===== src/rtl/fifo_command_gen2_pkg.sv =====
// Shared sizing helpers for the command/data/response FIFO family.
package fifo_command_gen2_pkg;

    function automatic int fifo_depth(input int adbus);
        return 1 << adbus;
    endfunction

    // Level must reach DEPTH, so it needs one bit more than an address.
    function automatic int level_width(input int adbus);
        return adbus + 1;
    endfunction

endpackage


===== src/rtl/fifo_command_gen2_if.sv =====
// Producer/consumer bundle of the command FIFO.
interface fifo_command_gen2_if #(
    parameter int DATA  = 8,
    parameter int ADBUS = 3
);
    logic             flush;
    logic             clr_err;
    logic             wr_en;
    logic [DATA-1:0]  Data_in;
    logic             rd_en;
    logic [DATA-1:0]  Data_out;
    logic             Rd_valid;
    logic             In_Busy;
    logic             Out_Busy;
    logic             Almost_full;
    logic             Almost_empty;
    logic [ADBUS:0]   Level;
    logic             Overflow;
    logic             Underflow;

    modport master (
        output flush, clr_err, wr_en, Data_in, rd_en,
        input  Data_out, Rd_valid, In_Busy, Out_Busy,
        input  Almost_full, Almost_empty, Level,
        input  Overflow, Underflow
    );

    modport slave (
        input  flush, clr_err, wr_en, Data_in, rd_en,
        output Data_out, Rd_valid, In_Busy, Out_Busy,
        output Almost_full, Almost_empty, Level,
        output Overflow, Underflow
    );
endinterface


===== src/rtl/fifo_command_gen2_ram.sv =====
// DEPTH x DATA register array: one sync write port,
// one enable-gated registered read port.
module fifo_command_ram #(
    parameter int DATA  = 8,
    parameter int ADBUS = 3
) (
    input  logic             clk,
    input  logic             rst,
    input  logic             we_i,
    input  logic [ADBUS-1:0] waddr_i,
    input  logic [DATA-1:0]  wdata_i,
    input  logic             re_i,
    input  logic [ADBUS-1:0] raddr_i,
    output logic [DATA-1:0]  rdata_o
);
    logic [DATA-1:0] mem_q [2**ADBUS];
    logic [DATA-1:0] rdata_q;

    always_ff @(posedge clk) begin
        if (we_i) mem_q[waddr_i] <= wdata_i;
    end

    // Same-slot read+write (full case) returns the old word.
    always_ff @(posedge clk or posedge rst) begin
        if (rst)       rdata_q <= '0;
        else if (re_i) rdata_q <= mem_q[raddr_i];
    end

    assign rdata_o = rdata_q;
endmodule


===== src/rtl/fifo_command_gen2.sv =====
// Parametrised command FIFO between sequencer and multiplier;
// pointer + level counter control, storage in fifo_command_ram.
module fifo_command_gen2
    import fifo_command_gen2_pkg::*;
#(
    parameter int DATA      = 8,
    parameter int ADBUS     = 3,
    parameter int AFULL_TH  = 6,
    parameter int AEMPTY_TH = 1
) (
    input  logic clk,
    input  logic rst,
    fifo_command_gen2_if.slave bus
);
    localparam int DEPTH = fifo_depth(ADBUS);
    localparam int LW    = level_width(ADBUS);
    localparam logic [ADBUS-1:0] A_ONE = 1;
    localparam logic [LW-1:0]    L_ONE = 1;

    logic [ADBUS-1:0] wr_addr_q, wr_addr_d;
    logic [ADBUS-1:0] rd_addr_q, rd_addr_d;
    logic [LW-1:0]    level_q, level_d;
    logic             rd_valid_q, rd_valid_d;
    logic             ovf_q, ovf_d;
    logic             unf_q, unf_d;
    logic             full, empty;
    logic             rd_acc, wr_acc;
    logic             ovf_set, unf_set;

    assign full  = (level_q == LW'(DEPTH));
    assign empty = (level_q == '0);

    // A read frees the slot, so a full FIFO still accepts wr+rd.
    assign rd_acc  = bus.rd_en & ~empty & ~bus.flush;
    assign wr_acc  = bus.wr_en & (~full | rd_acc) & ~bus.flush;
    assign ovf_set = bus.wr_en & ~wr_acc & ~bus.flush;
    assign unf_set = bus.rd_en & empty & ~bus.flush;

    always_comb begin
        wr_addr_d  = wr_addr_q;
        rd_addr_d  = rd_addr_q;
        level_d    = level_q;
        rd_valid_d = rd_acc;
        if (bus.flush) begin
            wr_addr_d = '0;
            rd_addr_d = '0;
            level_d   = '0;
        end else begin
            if (wr_acc) wr_addr_d = wr_addr_q + A_ONE;
            if (rd_acc) rd_addr_d = rd_addr_q + A_ONE;
            if (wr_acc && !rd_acc) level_d = level_q + L_ONE;
            if (rd_acc && !wr_acc) level_d = level_q - L_ONE;
        end
    end

    always_comb begin
        ovf_d = ovf_q;
        unf_d = unf_q;
        if (bus.clr_err) begin
            ovf_d = 1'b0;
            unf_d = 1'b0;
        end
        if (ovf_set) ovf_d = 1'b1;
        if (unf_set) unf_d = 1'b1;
    end

    always_ff @(posedge clk or posedge rst) begin
        if (rst) begin
            wr_addr_q  <= '0;
            rd_addr_q  <= '0;
            level_q    <= '0;
            rd_valid_q <= 1'b0;
            ovf_q      <= 1'b0;
            unf_q      <= 1'b0;
        end else begin
            wr_addr_q  <= wr_addr_d;
            rd_addr_q  <= rd_addr_d;
            level_q    <= level_d;
            rd_valid_q <= rd_valid_d;
            ovf_q      <= ovf_d;
            unf_q      <= unf_d;
        end
    end

    fifo_command_ram #(
        .DATA  (DATA),
        .ADBUS (ADBUS)
    ) u_ram (
        .clk     (clk),
        .rst     (rst),
        .we_i    (wr_acc),
        .waddr_i (wr_addr_q),
        .wdata_i (bus.Data_in),
        .re_i    (rd_acc),
        .raddr_i (rd_addr_q),
        .rdata_o (bus.Data_out)
    );

    assign bus.Rd_valid     = rd_valid_q;
    assign bus.In_Busy      = full;
    assign bus.Out_Busy     = empty;
    assign bus.Almost_full  = (level_q >= LW'(AFULL_TH));
    assign bus.Almost_empty = (level_q <= LW'(AEMPTY_TH));
    assign bus.Level        = level_q;
    assign bus.Overflow     = ovf_q;
    assign bus.Underflow    = unf_q;
endmodule


===== src/flat_wrapper.sv =====
// flat-port wrapper written by rule: the top's interface ports become plain ports
module fifo_command_gen2_flat import fifo_command_gen2_pkg::*;
#(
    parameter int DATA      = 8,
    parameter int ADBUS     = 3,
    parameter int AFULL_TH  = 6,
    parameter int AEMPTY_TH = 1
)
  (clk, rst, bus_flush, bus_clr_err, bus_wr_en, bus_Data_in, bus_rd_en, bus_Data_out, bus_Rd_valid, bus_In_Busy, bus_Out_Busy, bus_Almost_full, bus_Almost_empty, bus_Level, bus_Overflow, bus_Underflow);
  fifo_command_gen2_if #(.DATA(DATA), .ADBUS(ADBUS)) bus_i ();
  input  logic clk;
  input  logic rst;
  input wire logic [$bits(bus_i.flush)-1:0] bus_flush;
  input wire logic [$bits(bus_i.clr_err)-1:0] bus_clr_err;
  input wire logic [$bits(bus_i.wr_en)-1:0] bus_wr_en;
  input wire logic [$bits(bus_i.Data_in)-1:0] bus_Data_in;
  input wire logic [$bits(bus_i.rd_en)-1:0] bus_rd_en;
  output wire logic [$bits(bus_i.Data_out)-1:0] bus_Data_out;
  output wire logic [$bits(bus_i.Rd_valid)-1:0] bus_Rd_valid;
  output wire logic [$bits(bus_i.In_Busy)-1:0] bus_In_Busy;
  output wire logic [$bits(bus_i.Out_Busy)-1:0] bus_Out_Busy;
  output wire logic [$bits(bus_i.Almost_full)-1:0] bus_Almost_full;
  output wire logic [$bits(bus_i.Almost_empty)-1:0] bus_Almost_empty;
  output wire logic [$bits(bus_i.Level)-1:0] bus_Level;
  output wire logic [$bits(bus_i.Overflow)-1:0] bus_Overflow;
  output wire logic [$bits(bus_i.Underflow)-1:0] bus_Underflow;
  assign bus_i.flush = bus_flush;
  assign bus_i.clr_err = bus_clr_err;
  assign bus_i.wr_en = bus_wr_en;
  assign bus_i.Data_in = bus_Data_in;
  assign bus_i.rd_en = bus_rd_en;
  assign bus_Data_out = bus_i.Data_out;
  assign bus_Rd_valid = bus_i.Rd_valid;
  assign bus_In_Busy = bus_i.In_Busy;
  assign bus_Out_Busy = bus_i.Out_Busy;
  assign bus_Almost_full = bus_i.Almost_full;
  assign bus_Almost_empty = bus_i.Almost_empty;
  assign bus_Level = bus_i.Level;
  assign bus_Overflow = bus_i.Overflow;
  assign bus_Underflow = bus_i.Underflow;
  fifo_command_gen2 #(.DATA(DATA), .ADBUS(ADBUS), .AFULL_TH(AFULL_TH), .AEMPTY_TH(AEMPTY_TH)) u_core (.clk(clk), .rst(rst), .bus(bus_i));
endmodule

===== config.mk =====
export PLATFORM = sky130hd
export DESIGN_NAME = fifo_command_gen2_flat
export DESIGN_NICKNAME = d
export VERILOG_FILES = /design/src/rtl/fifo_command_gen2_pkg.sv /design/src/rtl/fifo_command_gen2_if.sv /design/src/rtl/fifo_command_gen2_ram.sv /design/src/rtl/fifo_command_gen2.sv /design/src/flat_wrapper.sv
export SDC_FILE = /design/constraint.sdc
export NUM_CORES = 1
export LEC_CHECK = 0
export CAP_MARGIN = 5
export CORE_MARGIN = 2
export CORE_UTILIZATION = 45
export CTS_CLUSTER_SIZE = 8
export DETAILED_ROUTE_END_ITERATION = 6
export GPL_ROUTABILITY_DRIVEN = 0
export PLACE_DENSITY_LB_ADDON = 0.05
export SKIP_LAST_GASP = 1
export SLEW_MARGIN = 30
export SYNTH_ARGS = -nofsm -noshare
export SYNTH_HDL_FRONTEND = slang
export SYNTH_SLANG_ARGS = --single-unit

===== constraint.sdc =====
create_clock -name clk -period 2.5 [get_ports clk]
set_clock_uncertainty 0.05 [all_clocks]
set_input_delay 0.5 -clock clk [delete_from_list [all_inputs] [get_ports clk]]
set_output_delay 0.5 -clock clk [all_outputs]
set_load 0.005 [all_outputs]

### Word level (Yosys, flattened, before mapping)

Memory sizes are Yosys's and may differ from the RTL's. A register that Yosys moved wholly into a read port is not among the register bits.
Index checks and enable logic that the tools add are counted.
W data, S select, Z words.

| cells by class | value |
|---|---|
| $lt $le $gt $ge | 2 |
| add/sub/neg operators | 4 |
| multiplexer cells | 12 |
| equality and inequality tests | 1 |
| bitwise gates (word level) | 13 |
| reduce and logical (&&, ||, !) cells | 10 |

Operators with widths:

| operator | number |
|---|---|
| $mux W3 | 4 |
| $mux W4 | 3 |
| $and A1 B1 Y1 | 8 |
| $reduce_bool A2 Y1 | 4 |
| $add A3 B1 Y3 const B | 2 |
| $mux W1 | 5 |
| $add A4 B1 Y4 const B | 1 |
| $eq A4 B4 Y1 const B | 1 |
| $ge A4 B3 Y1 const B | 1 |
| $le A4 B1 Y1 const B | 1 |
| $logic_not A4 Y1 | 1 |
| $not A1 Y1 | 4 |
| $sub A4 B1 Y4 const B | 1 |
| $reduce_bool A3 Y1 | 1 |
| $logic_and A1 B1 Y1 | 2 |
| $logic_not A1 Y1 | 2 |
| $or A1 B1 Y1 | 1 |

| word-level totals | value |
|---|---|
| output and inout bits | 19 |
| memories | 1 |
| input port bits | 14 |
| bits in writable memories | 64 |
| flip-flop bits (word level) | 13 |
| word-level logic and storage cells | 49 |

Memories:

| name | depth | bits a word | read ports | clocked after memory_dff | write ports | line | RTL |
|---|---|---|---|---|---|---|---|
| u_core.u_ram.mem_q | 8 | 8 | 1 | 1 | 1 | fifo_command_gen2_ram.sv:16 | `logic [DATA-1:0] mem_q [2**ADBUS];` |

### Depth between registers and ports, before layout

| depth | value |
|---|---|
| depth in word-level cells | 11 |
| depth in mapped cells | 9 |
| gate-level depth less buffers | 7 |

### Hierarchy

A second synthesis with hierarchy kept.

| unflattened totals | value |
|---|---|
| cells, all modules | 262 |
| area total of the unflattened synthesis | 3709.8 um^2 |

Modules (own cells, without submodules):

| module | cells each | instances | area each (um^2) |
|---|---|---|---|
| fifo_command_ram | 170 | 1 | 2865.2 |
| fifo_command_gen2 | 92 | 1 | 844.6 |

### Worst setup path before layout

OpenSTA, ideal clock, no wires.

| timing path | value |
|---|---|
| path type | reg2reg |
| start point | reg u_core.level_q[0], in the netlist u_core.bus.Level[0] |
| end point | mem u_core.u_ram.mem_q[0][0], enable pin |
| cell stages (with the launch flop) | 7 |
| data arrival time | 1.732 ns |
| setup slack | 0.335 ns |
| buffers on the path | 0 |
| cell sequence | dfrtp_1 inv_1 ha_1 nand3b_1 o21a_1 nand2b_1 nor3_1 |

| between the ends | value |
|---|---|
| longest elaborated chain between the ends | 9 |
| elaborated cells on any way between the ends | 11 |

Ends and longest elaborated chain:

| what | line | RTL |
|---|---|---|
| start: declaration | fifo_command_gen2.sv:22 | `logic [LW-1:0] level_q, level_d;` |
| start signal: assignment | fifo_command_gen2.sv:78 | `level_q <= level_d;` |
| $logic_not A4 Y1 | fifo_command_gen2.sv:31 | `assign empty = (level_q == '0);` |
| $not A1 Y1 | fifo_command_gen2.sv:34 | `assign rd_acc = bus.rd_en & ~empty & ~bus.flush;` |
| $and A1 B1 Y1 (2 in series) | fifo_command_gen2.sv:34 |  |
| $or A1 B1 Y1 (*) | fifo_command_gen2.sv:35 | `assign wr_acc = bus.wr_en & (~full \| rd_acc) & ~bus.flush;` |
| $and A1 B1 Y1 (*) (2 in series) | fifo_command_gen2.sv:35 |  |
| $mux W1 (*) | fifo_command_gen2_ram.sv:20 | `if (we_i) mem_q[waddr_i] <= wdata_i;` |
| $mux W1 (implied by the code) (*) | fifo_command_gen2_ram.sv:20 |  |
| end: declaration | fifo_command_gen2_ram.sv:16 |  |

Mark *: on every way between the ends. The rest lies on a longest branch, timed or not.

### Worst setup path in the final report

| timing path | value |
|---|---|
| start point | reg u_core.level_q[0], in the netlist u_core.bus.Level[0] |
| end point | out bus_Almost_empty |

| between the ends | value |
|---|---|
| longest elaborated chain between the ends | 1 |

Ends and longest elaborated chain:

| what | line | RTL |
|---|---|---|
| $le A4 B1 Y1 | fifo_command_gen2.sv:103 | `assign bus.Almost_empty = (level_q <= LW'(AEMPTY_TH));` |
| end: declaration | flat_wrapper.sv:23 | `output wire logic [$bits(bus_i.Almost_empty)-1:0] bus_Almost_empty;` |

Every way passes these cells.

==> impl_metrics.env <==
export IMPL_outcome="finished, final reports clean"
export IMPL_fin_crit_ns=2.398
export IMPL_crit_required_ns=1.95
export IMPL_final_area_sq_um=4343
export IMPL_diodes=0
export IMPL_drt_vias_per_instance=5.237
export IMPL_netlist_area_sq_um=3631
export IMPL_start_util=0.4675
export IMPL_cts_sinks=85
export IMPL_synth_mux_area_frac=0.1354
export IMPL_antenna_found_initial=0
export IMPL_ys_seq_area_frac=0.6740
export IMPL_ir_drop_mv=0.4764
export IMPL_crit_slowest_cell="clkdlybuf4s50_1"
export IMPL_synth_nets=246
export IMPL_ios=33
export IMPL_hold_violations=0
export IMPL_hpwl_mm=4.388
export IMPL_drv_slew=0
export IMPL_max_cap_violations=0
export IMPL_dr_first_iter_drc_count=168
export IMPL_crit_arrival_ns=1.85
export IMPL_worstSetupEndpointType="output pin"
export IMPL_groute_usage_overall=0.1675
export IMPL_synth_compound_area_frac=0.03480
export IMPL_drt_pass1_iterations=6
export IMPL_synth_fa_ha_area_frac=0.02068
export IMPL_min_period_over_period=0.9591
export IMPL_core_sq_um=7767
export IMPL_maxSlewHeadroom=0.6313
export IMPL_synth_xor_area_share=0.01447
export IMPL_yosysUniqueCellTypes=37
export IMPL_h_tree_depth=3
export IMPL_grt_pass1_wl_mm=10.59
export IMPL_crit_type="flop to output pin"
export IMPL_routed_wl_mm=6.716
export IMPL_fp_dieW_um=93.83
export IMPL_fmax_mhz=417.1
export IMPL_synth_simple_gate_area_frac=0.08270
export IMPL_areaGrowthSynthToFinish_pct=19.61
export IMPL_grt_setup_unrepaired="no"
export IMPL_finalSetupViolations=0
export IMPL_hold_ws_ns=0.4556
export IMPL_antenna_left=0
export IMPL_path_cells="inv_2, ha_1, buf_4, nor2_1, nor3_1, clkdlybuf4s50_1"
export IMPL_grt_max_degree=22
export IMPL_synth_seq_cells=85
export IMPL_finish_net_count=297
export IMPL_grt_pass1_vias=1935
export IMPL_stdcell_count=384
export IMPL_die_h_um=93.83
export IMPL_post_cts_setup_buffers=0
export IMPL_dieArea_sq_um=8803
export IMPL_total_power_mw=3.760
export IMPL_grt_overflow_total=0
export IMPL_drc=0
export IMPL_vias=2011
export IMPL_drive_gt1_frac=0.2057
export IMPL_rows=32
export IMPL_power_density_nw_per_um2=865.8
export IMPL_synthCells=226
export IMPL_synth_warnings=0
export IMPL_worstHoldPathType="primary input to async pin"
export IMPL_clock_latency_ns=0.35
export IMPL_routedWlPerCell_um=17.49
export IMPL_synth_top_family_by_area="multiplexers"
export IMPL_worstMarginPinSlew_ns=0.5530
export IMPL_p_leak_nw=1.527
export IMPL_clock_path_buffers=2
export IMPL_clkSlewWorstSetupHoldPaths_ns=0.08
export IMPL_crit_fanout=4
export IMPL_slowest_delay_ns=0.54
export IMPL_root_buffer="clkbuf_8"
export IMPL_tns_ns=0
export IMPL_cts_tree="yes"
export IMPL_io_buffer_count=32
export IMPL_synth_avg_cell_area_sq_um=16.07
export IMPL_cts_made_buffers=9
export IMPL_post_place_cells=368
export IMPL_dpl_cell_area_sq_um=4126
export IMPL_cp_start_kind="flop"
## through the flow
step	setup WS [ns]	utilization
after floorplan	0.3350	-
after global placement	0.3387	0.5313
after detailed placement	0.2909	0.5313
after CTS	0.07913	0.5591
after global routing	0.003469	0.5591
final	0.1023	0.5591
## cells in the final DEF (no fill, tap or decap), types with 8 or more instances in the layout
master,instances
nor2_1,23
mux4_2,16
clkbuf_8,9
buf_4,20
a21oi_1,11
clkdlybuf4s50_1,31
edfxtp_1,64
nand2_1,8
mux2i_1,12
dfrtp_1,21
## synth_stat cells
| library cell | instances | area (sq um) |
|---|---|---|
| buf_8 | 1 | 15.01 |
| buf_4 | 1 | 7.510 |
| mux2i_1 | 12 | 120.1 |
| nand2b_1 | 5 | 31.28 |
| clkbuf_2 | 1 | 5.000 |
| clkbuf_1 | 1 | 3.750 |
| buf_2 | 3 | 15.01 |
| inv_6 | 1 | 8.760 |
| dfrtp_1 | 21 | 525.5 |
| nand2b_2 | 1 | 8.760 |
| nor2_4 | 1 | 11.26 |
| inv_1 | 7 | 26.28 |
| edfxtp_1 | 64 | 1922 |
| a41oi_1 | 1 | 8.760 |
| a311oi_1 | 1 | 8.760 |
| nor3b_4 | 1 | 18.77 |
| a21oi_1 | 11 | 55.05 |
| o21ai_0 | 4 | 20.02 |
| nand3b_1 | 1 | 7.510 |
| nor2_1 | 23 | 86.33 |
| nor2b_1 | 2 | 12.51 |
| nand3_1 | 4 | 20.02 |
| or3b_1 | 1 | 8.760 |
| o21a_1 | 1 | 7.510 |
| mux4_2 | 16 | 360.4 |
| xor2_1 | 6 | 52.55 |
| o22ai_1 | 1 | 6.260 |
| ha_1 | 6 | 75.07 |
| buf_6 | 5 | 56.30 |
| o21ai_1 | 1 | 5.000 |
| nand2_1 | 8 | 30.03 |
| mux2_2 | 1 | 11.26 |
| nand4_1 | 3 | 18.77 |
| or2_2 | 1 | 6.260 |
| o211ai_1 | 2 | 15.01 |
| nor3_1 | 6 | 30.03 |
| nor4bb_1 | 1 | 10.01 |
## final cells by class
type                            instances  area (sq um)
Fill cell                             637          3425
Clock buffer                           10         127.6
Sequential cell                        85          2447
Clock inverter                          6         87.58
Inverter                                8         35.03
Tap cell                              102         127.6
Multi-Input combinational cell        121          1049
Timing Repair Buffer                   52         469.2
## routing by layer
metal  vias up  global-route usage  share of wire
met1      1003              0.2429           0.48
met5         -                   0              0
met2        43              0.2524           0.47
met4         0             0.04710         0.0095
met3         9             0.04414          0.045
li1        956                   -              -
## report_power, final
group	switching [mW]	internal [mW]
Combinational	0.472	0.563
Clock	0.464	0.561
Sequential	0.0567	1.64
## timing repair
action,in CTS,in global routing
resized for setup,3,0
endpoints found under the hold margin,0,0
endpoints found under the setup margin,1,0
hold buffers,0,0
## state kept, by name, indices dropped and copies added (netlist names)
register / count
u_core.wr_addr_q: 3
u_core.bus.Underflow: 1
u_core.bus.Overflow: 1
u_core.rd_addr_q: 3
u_core.bus.Level: 4
u_core.bus.Rd_valid: 1
u_core.u_ram.mem_q: 64
u_core.u_ram.rdata_o: 8
## critical path, delay by kind of cell, from the launching register on
family	cells	cell delay, ns
simple gates	2	0.19
flops	1	0.39
fa+ha+maj	1	0.16
buf+inv	3	0.75
## path summary, 6_finish.rpt
kind	depth (start not counted)	slack, ns	to	from
min in group clk	2	0.48	u_core.u_ram.rdata_o[1]$_DFFE_PP0N_	u_core.u_ram.rdata_o[1]$_DFFE_PP0N_
worst min-delay path	3	0.46	u_core.bus.Overflow$_DFFE_PP0P_	rst
worst max-delay path	6	0.10	bus_Almost_empty	u_core.bus.Level[0]$_DFFE_PP0P_
max in group asynchronous	3	1.70	u_core.u_ram.rdata_o[6]$_DFFE_PP0N_	rst
worst max register to register	8	0.60	u_core.u_ram.mem_q[0][3]$_DFFE_PP_	u_core.bus.Level[0]$_DFFE_PP0P_
worst min register to register	2	0.48	u_core.u_ram.rdata_o[1]$_DFFE_PP0N_	u_core.u_ram.rdata_o[1]$_DFFE_PP0N_
## cells by family after synthesis
family | Yosys count
compound gates | 22
buf+inv | 20
flops | 85
fa+ha+maj | 6
mux | 29
simple gates | 58
xor+xnor | 6
Power figures use the tool's default switching activity.
